File: src/rtl/bit_ctrl_bank_if.sv
// Command port of bit_ctrl_bank: valid/ready handshake with opcode, target
// channel, target bit and word/mask/pulse-length operand.
interface bit_ctrl_bank_if #(
  parameter int WIDTH    = 8,
  parameter int CHANNELS = 4
);
  localparam int CH_W  = (CHANNELS > 1) ? $clog2(CHANNELS) : 1;
  localparam int BIT_W = $clog2(WIDTH);

  logic             cmd_valid;
  logic             cmd_ready;
  logic [2:0]       cmd_op;
  logic [CH_W-1:0]  cmd_ch;
  logic [BIT_W-1:0] cmd_bit;
  logic [WIDTH-1:0] cmd_data;

  modport master (
    output cmd_valid, cmd_op, cmd_ch, cmd_bit, cmd_data,
    input  cmd_ready
  );

  modport slave (
    input  cmd_valid, cmd_op, cmd_ch, cmd_bit, cmd_data,
    output cmd_ready
  );
endinterface

File: src/rtl/bit_ctrl_bank.sv
// bit_ctrl_bank: CHANNELS independent WIDTH-bit output registers driven by a
// command port (set/clear/toggle/load/mask ops and a timed self-clearing
// single-bit pulse). Illegal commands are consumed and flagged on err.
// Optional feature: define BIT_CTRL_READBACK_EN to build the registered
// rd_data readback path; otherwise rd_data is tied to 0.
module bit_ctrl_bank #(
  parameter int WIDTH    = 8,
  parameter int CHANNELS = 4,
  parameter int PULSE_W  = 4,
  localparam int CH_W    = (CHANNELS > 1) ? $clog2(CHANNELS) : 1,
  localparam int BIT_W   = $clog2(WIDTH)
) (
  input  logic                      clk,
  input  logic                      rst,
  bit_ctrl_bank_if.slave            cmd,
  input  logic [CH_W-1:0]           rd_ch,
  output logic [WIDTH-1:0]          rd_data,
  output logic [CHANNELS*WIDTH-1:0] out_bits,
  output logic                      busy,
  output logic                      err
);

  typedef enum logic [2:0] {
    OP_NOP   = 3'd0,
    OP_SET   = 3'd1,
    OP_CLR   = 3'd2,
    OP_TOG   = 3'd3,
    OP_LOAD  = 3'd4,
    OP_MSET  = 3'd5,
    OP_MCLR  = 3'd6,
    OP_PULSE = 3'd7
  } op_e;

  typedef enum logic {S_IDLE, S_PULSE} state_e;

  localparam logic [CH_W:0]  CH_LIMIT  = (CH_W+1)'(CHANNELS);
  localparam logic [BIT_W:0] BIT_LIMIT = (BIT_W+1)'(WIDTH);

  state_e             state;
  logic [WIDTH-1:0]   ch_regs [CHANNELS];
  logic [PULSE_W-1:0] cnt;
  logic [CH_W-1:0]    p_ch;
  logic [BIT_W-1:0]   p_bit;
  logic               ready_q;
  logic               err_q;

  op_e                op;
  logic               ch_ok;
  logic               bit_ok;
  logic               cmd_ok;
  logic [PULSE_W-1:0] pulse_len;
  logic [WIDTH-1:0]   bit_mask;
  logic [WIDTH-1:0]   word_cur;
  logic [WIDTH-1:0]   word_next;

  // Decode the command: legality checks and the channel word it would produce.
  always_comb begin
    op        = op_e'(cmd.cmd_op);
    ch_ok     = {1'b0, cmd.cmd_ch} < CH_LIMIT;
    bit_ok    = {1'b0, cmd.cmd_bit} < BIT_LIMIT;
    pulse_len = cmd.cmd_data[PULSE_W-1:0];
    bit_mask  = WIDTH'(1) << cmd.cmd_bit;
    word_cur  = ch_ok ? ch_regs[cmd.cmd_ch] : '0;
    cmd_ok    = ch_ok;
    if ((op == OP_SET) || (op == OP_CLR) || (op == OP_TOG) || (op == OP_PULSE))
      cmd_ok = cmd_ok && bit_ok;
    if ((op == OP_PULSE) && (pulse_len == '0))
      cmd_ok = 1'b0;
    case (op)
      OP_SET, OP_PULSE: word_next = word_cur | bit_mask;
      OP_CLR:           word_next = word_cur & ~bit_mask;
      OP_TOG:           word_next = word_cur ^ bit_mask;
      OP_LOAD:          word_next = cmd.cmd_data;
      OP_MSET:          word_next = word_cur | cmd.cmd_data;
      OP_MCLR:          word_next = word_cur & ~cmd.cmd_data;
      default:          word_next = word_cur;
    endcase
  end

  // Control FSM: applies accepted commands in IDLE, times out the pulse in PULSE.
  always_ff @(posedge clk) begin
    if (rst) begin
      state   <= S_IDLE;
      cnt     <= '0;
      p_ch    <= '0;
      p_bit   <= '0;
      ready_q <= 1'b1;
      err_q   <= 1'b0;
      for (int c = 0; c < CHANNELS; c++) ch_regs[c] <= '0;
    end else begin
      err_q <= 1'b0;
      case (state)
        S_IDLE: begin
          if (cmd.cmd_valid) begin
            if (!cmd_ok) begin
              err_q <= 1'b1;
            end else if (op == OP_PULSE) begin
              ch_regs[cmd.cmd_ch] <= word_next;
              cnt                 <= pulse_len;
              p_ch                <= cmd.cmd_ch;
              p_bit               <= cmd.cmd_bit;
              state               <= S_PULSE;
              ready_q             <= 1'b0;
            end else if (op != OP_NOP) begin
              ch_regs[cmd.cmd_ch] <= word_next;
            end
          end
        end
        S_PULSE: begin
          if (cnt == PULSE_W'(1)) begin
            ch_regs[p_ch][p_bit] <= 1'b0;
            cnt                  <= '0;
            state                <= S_IDLE;
            ready_q              <= 1'b1;
          end else begin
            cnt <= cnt - PULSE_W'(1);
          end
        end
        default: state <= S_IDLE;
      endcase
    end
  end

  // Flatten the channel registers onto the output bus.
  always_comb begin
    out_bits = '0;
    for (int c = 0; c < CHANNELS; c++) out_bits[c*WIDTH +: WIDTH] = ch_regs[c];
  end

  assign cmd.cmd_ready = ready_q;
  assign busy          = !ready_q;
  assign err           = err_q;

`ifdef BIT_CTRL_READBACK_EN
  logic [WIDTH-1:0] rd_q;

  // Registered readback of the selected channel's pre-edge value.
  always_ff @(posedge clk) begin
    if (rst)
      rd_q <= '0;
    else if ({1'b0, rd_ch} < CH_LIMIT)
      rd_q <= ch_regs[rd_ch];
    else
      rd_q <= '0;
  end

  assign rd_data = rd_q;
`else
  logic unused_rd_ch;
  assign unused_rd_ch = ^rd_ch;
  assign rd_data      = '0;
`endif

endmodule

File: src/flat_wrapper.sv
// flat-port wrapper written by rule: the top's interface ports become plain ports
module bit_ctrl_bank_flat 
#(
  parameter int WIDTH    = 8,
  parameter int CHANNELS = 4,
  parameter int PULSE_W  = 4,
  localparam int CH_W    = (CHANNELS > 1) ? $clog2(CHANNELS) : 1,
  localparam int BIT_W   = $clog2(WIDTH)
)
  (clk, rst, rd_ch, rd_data, out_bits, busy, err, cmd_cmd_valid, cmd_cmd_op, cmd_cmd_ch, cmd_cmd_bit, cmd_cmd_data, cmd_cmd_ready);
  bit_ctrl_bank_if #(.WIDTH(WIDTH), .CHANNELS(CHANNELS)) cmd_i ();
  input  logic clk;
  input  logic rst;
  input  logic [CH_W-1:0] rd_ch;
  output logic [WIDTH-1:0] rd_data;
  output logic [CHANNELS*WIDTH-1:0] out_bits;
  output logic busy;
  output logic err;
  input wire logic [$bits(cmd_i.cmd_valid)-1:0] cmd_cmd_valid;
  input wire logic [$bits(cmd_i.cmd_op)-1:0] cmd_cmd_op;
  input wire logic [$bits(cmd_i.cmd_ch)-1:0] cmd_cmd_ch;
  input wire logic [$bits(cmd_i.cmd_bit)-1:0] cmd_cmd_bit;
  input wire logic [$bits(cmd_i.cmd_data)-1:0] cmd_cmd_data;
  output wire logic [$bits(cmd_i.cmd_ready)-1:0] cmd_cmd_ready;
  assign cmd_i.cmd_valid = cmd_cmd_valid;
  assign cmd_i.cmd_op = cmd_cmd_op;
  assign cmd_i.cmd_ch = cmd_cmd_ch;
  assign cmd_i.cmd_bit = cmd_cmd_bit;
  assign cmd_i.cmd_data = cmd_cmd_data;
  assign cmd_cmd_ready = cmd_i.cmd_ready;
  bit_ctrl_bank #(.WIDTH(WIDTH), .CHANNELS(CHANNELS), .PULSE_W(PULSE_W)) u_core (.clk(clk), .rst(rst), .cmd(cmd_i), .rd_ch(rd_ch), .rd_data(rd_data), .out_bits(out_bits), .busy(busy), .err(err));
endmodule
File: config.mk
export PLATFORM = sky130hd
export DESIGN_NAME = bit_ctrl_bank_flat
export DESIGN_NICKNAME = d
export VERILOG_FILES = /design/src/rtl/bit_ctrl_bank_if.sv /design/src/rtl/bit_ctrl_bank.sv /design/src/flat_wrapper.sv
export SDC_FILE = /design/constraint.sdc
export NUM_CORES = 1
export LEC_CHECK = 0
export CORE_ASPECT_RATIO = 0.6
export CORE_UTILIZATION = 38
export DETAILED_ROUTE_END_ITERATION = 16
export PLACE_DENSITY = 0.65
export SKIP_LAST_GASP = 1
export SYNTH_ARGS = -nofsm -noshare
export SYNTH_HDL_FRONTEND = slang
export SYNTH_SLANG_ARGS = --single-unit
File: constraint.sdc
create_clock -name clk -period 1.8 [get_ports clk]
set_input_delay 0.36 -clock clk [delete_from_list [all_inputs] [get_ports clk]]
set_output_delay 0.36 -clock clk [all_outputs]
set_load 0.05 [all_outputs]
### After elaboration in Yosys (flattened, before gate mapping)

Memories as Yosys holds them, arrays and structs flattened.
Index checks and enable logic that the tools add are counted.

| operators by class | value |
|---|---|
| $add $sub $neg | 1 |
| $lt $le $gt $ge | 2 |
| eq/ne operators | 12 |
| shift operators | 1 |
| muxes and demuxes | 42 |
| bitwise gates (word level) | 11 |
| reduce and logical (&&, ||, !) cells | 12 |

Operators by type and width:

| kind | number |
|---|---|
| 8-bit case mux with 6 select lines | 1 |
| 8-bit 2-to-1 mux | 5 |
| 1-bit 2-to-1 mux | 26 |
| 8-bit bitwise AND | 2 |
| 4-bit 2-to-1 mux | 4 |
| 8-bit inverter | 2 |
| 8-bit OR | 2 |
| 8-bit OR reduction | 2 |
| 3-bit == test (second input constant) | 4 |
| 4-bit case mux with 2 select lines | 1 |
| 4-bit AND reduction | 2 |
| 1-bit by 3-bit << shifter with 8-bit output (first input constant) | 1 |
| 8-bit bitwise XOR | 1 |
| 3-bit by 2-bit == test with 1-bit output (second input constant) | 2 |
| 2-bit != test (second input constant) | 3 |
| 4-bit by 1-bit == test with 1-bit output (second input constant) | 1 |
| 4-bit zero test | 1 |
| 3-bit by 4-bit less-than comparator with 1-bit output (second input constant) | 1 |
| 2-bit 2-to-1 mux | 2 |
| 1-bit case mux with 2 select lines | 2 |
| 4-bit by 1-bit subtractor with 4-bit output (second input constant) | 1 |
| 1-bit demux with 3-bit select | 1 |
| 3-bit by 1-bit == test with 1-bit output (second input constant) | 1 |
| 3-bit by 1-bit >= comparator with 1-bit output (second input constant) | 1 |
| 9 further kinds | 12 |

| storage, ports and cells | value |
|---|---|
| register bits after elaboration | 12 |
| bits in writable memories | 32 |
| input bits | 21 |
| output and inout bits | 43 |
| word-level logic and storage cells | 88 |
| memories kept | 1 |

Memory list:

| memory | words | width | rd ports | clocked after Yosys merged registers in | wr ports | line | source |
|---|---|---|---|---|---|---|---|
| u_core.ch_regs | 4 | 8 | 5 | 0 | 4 | bit_ctrl_bank.sv:40 | `logic [WIDTH-1:0] ch_regs [CHANNELS];` |

### Longest topological paths before layout

| logic depth | value |
|---|---|
| word-level depth | 12 |
| depth in mapped cells | 6 |
| depth with buffers taken out | 6 |

### Worst setup path before layout

Ideal clock, no wire load.

| timing | value |
|---|---|
| kind | reg-to-reg |
| start | memory u_core.ch_regs[1][0] |
| end | memory u_core.ch_regs[0][0], data pin |
| setup time | 0.272 ns |
| arrival time | 1.677 ns |
| required time | 1.528 ns |
| setup slack | -0.149 ns |
| stages on the path, launching flop included | 4 |
| path buffers | 0 |
| clock period less this slack | 1.949 ns |
| cells stage by stage | edfxtp_1 mux4_1 a221oi_1 nor2_1 |

RTL lines:

| item | line |
|---|---|
| start: declaration | bit_ctrl_bank.sv:40 |

==> flow_metrics.tcl <==
set metrics [dict create \
    synth_edf_count 32 \
    antenna_cells 0 \
    fin_crit_ns 1.96 \
    pre_cts_slack_ns -0.820 \
    startpoint_type "register" \
    cts_tree "done" \
    synth-async-reset-ratio 0 \
    ir_drop_uv 414 \
    ant_nets 0 \
    grtUsageTotal 0.292 \
    setup_viol 36 \
    hold_violations 0 \
    powerDensity_nw_per_um2 677 \
    power.leakage_nw 2.04 \
    clock_sinks 44 \
    r2r-end "u_core.ch_regs[1][4]" \
    worstRegToRegCells 6 \
    cts_root_buf "clkbuf_16" \
    setup_slack_ns -0.163 \
    antenna_found_initial 0 \
    cpMaxStageDelayCell "or4b_4" \
    arrival_ns 1.96 \
    htreeDepth 2 \
    numCtsBuffers 5 \
    final_nets 490 \
    hpwl_um 7710 \
    portBuffers 53 \
    clkTransAtPathRegs_ns 0.07 \
    reg2reg_slack_ns -0.16 \
    violations "negative setup slack" \
    areaGrowthSynthToFinish_pct 75.6 \
    netlist_area_sq_um 2930 \
    drt_wl_total_um 11900 \
    ys_types 59 \
    num_rows 24 \
    worstPathRequired_ns 1.80 \
    cp_max_fo 8 \
    place_congestion 0.865 \
    yosysMostFrequentCell "nor2_1" \
    synth_commonest_cells "nor2_1, edfxtp_1, nand2_1, a21oi_1, nor2b_1" \
    r2r_start "u_core.state" \
    firstDrtPassIters 6 \
    path_class "reg2reg" \
    grt_max_degree 23 \
    cp-end-kind "register" \
    fin_total_pwr_mw 3.48 \
    die_w_um 115 \
    syn_inst 297 \
    whs_endpoint "u_core.cmd.cmd_ready" \
    max_slew_margin 0.602 \
    wl_per_cell_um 20.8 \
    hold_start "u_core.cmd.cmd_ready" \
    die_area_sq_um 8070 \
    drt_iter0_drc 443 \
    synth_top_flop_cell "edfxtp_1" \
    synth_seq_area_share 0.410 \
    synth_area_per_cell_sq_um 9.86 \
    vias_per_cell 5.76 \
    outcome "complete, but fails checks" \
    fmax_mhz 509 \
    synthTopCellsByArea "edfxtp_1, dfxtp_1, nor2_1" \
    maxCapViolCount 0 \
    die_height_um 70.0 \
    synth_top_area_share 0.328 \
    path_cells "or4b_4 > a211oi_2 > buf_4 > a32oi_4 > buf_12 > o21ai_2" \
    grt_pass1_wl_um 17200 \
    holdPathStages 2 \
    core_sq_um 7360 \
    vias 3294 \
    yosysWarnings 0 \
    clockBufferDepth 2 \
    clock_skew_ns 0.00725 \
    io_pins 64 \
    overflow 0 \
    drc 0 \
    drive_above_1_share 0.568 \
    insertion_delay_ns 0.30 \
    hp-class "reg2reg" \
    slew_viol_final 0 \
    rsz0062_at_grt "yes" \
    tightest_slew_ns 0.596 \
    period_share 1.09 \
    ys_ff_latch 44 \
    start_util 0.398 \
    grt_pass1_vias 3027 \
    cp_slowest_stage_delay_ns 0.54 \
    yosys.area.top_type "edfxtp_1" \
]
[cell type report]
class / instances / area [sq um]
clock buffers: 5 / 125
clock inverters: 3 / 42.5
fillers: 510 / 2220
inverters: 11 / 41.3
multi-input cells: 227 / 2120
flip-flops and latches: 44 / 1200
well taps: 104 / 130
repair buffers: 178 / 1470
[critical path: cells and delay by family (launching register included)]
kind,cells,cell delay [ns]
and+or+nand+nor,1,0.54
DFF,1,0.35
buffers and inverters,2,0.37
AOI/OAI and AO/OA,3,0.39
[per-stage QoR]
| stage | utilization | cell area, sq um | setup TNS, ns | std cells | hold WS, ns |
|---|---|---|---|---|---|
| global placement | 0.572 | 4210 | -43.91 | 524 | 0.489 |
| floorplan | - | 3100 | -1.56 | 304 | 0.445 |
| global route | 0.699 | 5140 | -4.91 | 572 | 0.562 |
| CTS | 0.660 | 4850 | -1.58 | 553 | 0.510 |
| finish | 0.699 | 5140 | -2.88 | 572 | 0.505 |
| detailed placement | 0.572 | 4210 | -45.75 | 524 | 0.500 |
[state kept, by name, summed over array words and instances, names as in the netlist]
register              flops
u_core.ch_regs           32
u_core.cnt                4
u_core.p_bit              3
u_core.p_ch               2
u_core.cmd.cmd_ready      1
u_core.err                1
u_core.state              1
[worst max path at each step]
stage,to,slack [ns],start,cells after the start
floorplan,u_core.ch_regs[0][3],-0.07,u_core.ch_regs[3][3],4
global placement,u_core.ch_regs[1][7],-0.72,cmd_cmd_op[1],6
detailed placement,u_core.ch_regs[1][7],-0.82,cmd_cmd_op[1],6
CTS,u_core.ch_regs[1][3],-0.11,u_core.state,6
global route,u_core.ch_regs[1][4],-0.20,u_core.cnt[1],7
finish,u_core.ch_regs[1][4],-0.16,u_core.state,6
[where the power goes]
group | switching (mW) | leakage [nW] | internal (mW)
Combinational | 0.697 | 1.53 | 0.504
Sequential | 0.0390 | 0.426 | 1.15
Clock | 0.433 | 0.0814 | 0.654
Total | 1.17 | 2.04 | 2.31
[layout by cell type, fill, tap and decap left out, types with 3 or more instances in the layout]
master           count
a2111oi_4            6
a21oi_1              7
a21oi_2              8
a221oi_4             3
buf_12               5
buf_4              146
buf_6                9
clkbuf_16            5
clkdlybuf4s50_1      4
conb_1               8
dfxtp_1              9
dfxtp_2              3
dlygate4sd2_1       10
edfxtp_1            32
inv_1               10
mux2i_1              6
mux4_2               8
nand2_1             16
nand2b_1             8
nor2_1              44
nor2_2              11
nor2_4               8
nor2b_1             13
nor3_1               7
nor3_4               4
nor3b_1              3
o21ai_2              5
o21ai_4              4
o221a_4              4
[routing by layer]
metal / vias to the layer above / track usage / wire (um)
met1: 1597 / 0.448 / 5170
met2: 244 / 0.409 / 5140
met4: 0 / 0.0346 / 144
met5: - / 0 / 0
met3: 24 / 0.0868 / 1450
li1: 1429 / - / -
[cell families (layout without fill, tap and decap cells)]
group,Yosys count,after routing,share of synthesized area
compound gates,67,67,0.199
buf+inv,33,197,0.0568
other cells,1,8,0.00128
flops,44,44,0.410
simple gates,136,136,0.238
mux,14,14,0.0859
fa+ha+maj,2,2,0.00855
[timing repair]
action / CTS / global route
resized for setup: 88 / 37
pin swaps: 21 / 24
setup endpoints to repair: 74 / 66
hold endpoints to repair: 0 / 0
gates cloned: 1 / 0
buffers inserted: 22 / 21
hold buffers: 0 / 0
(Power assumes the default switching activity.)
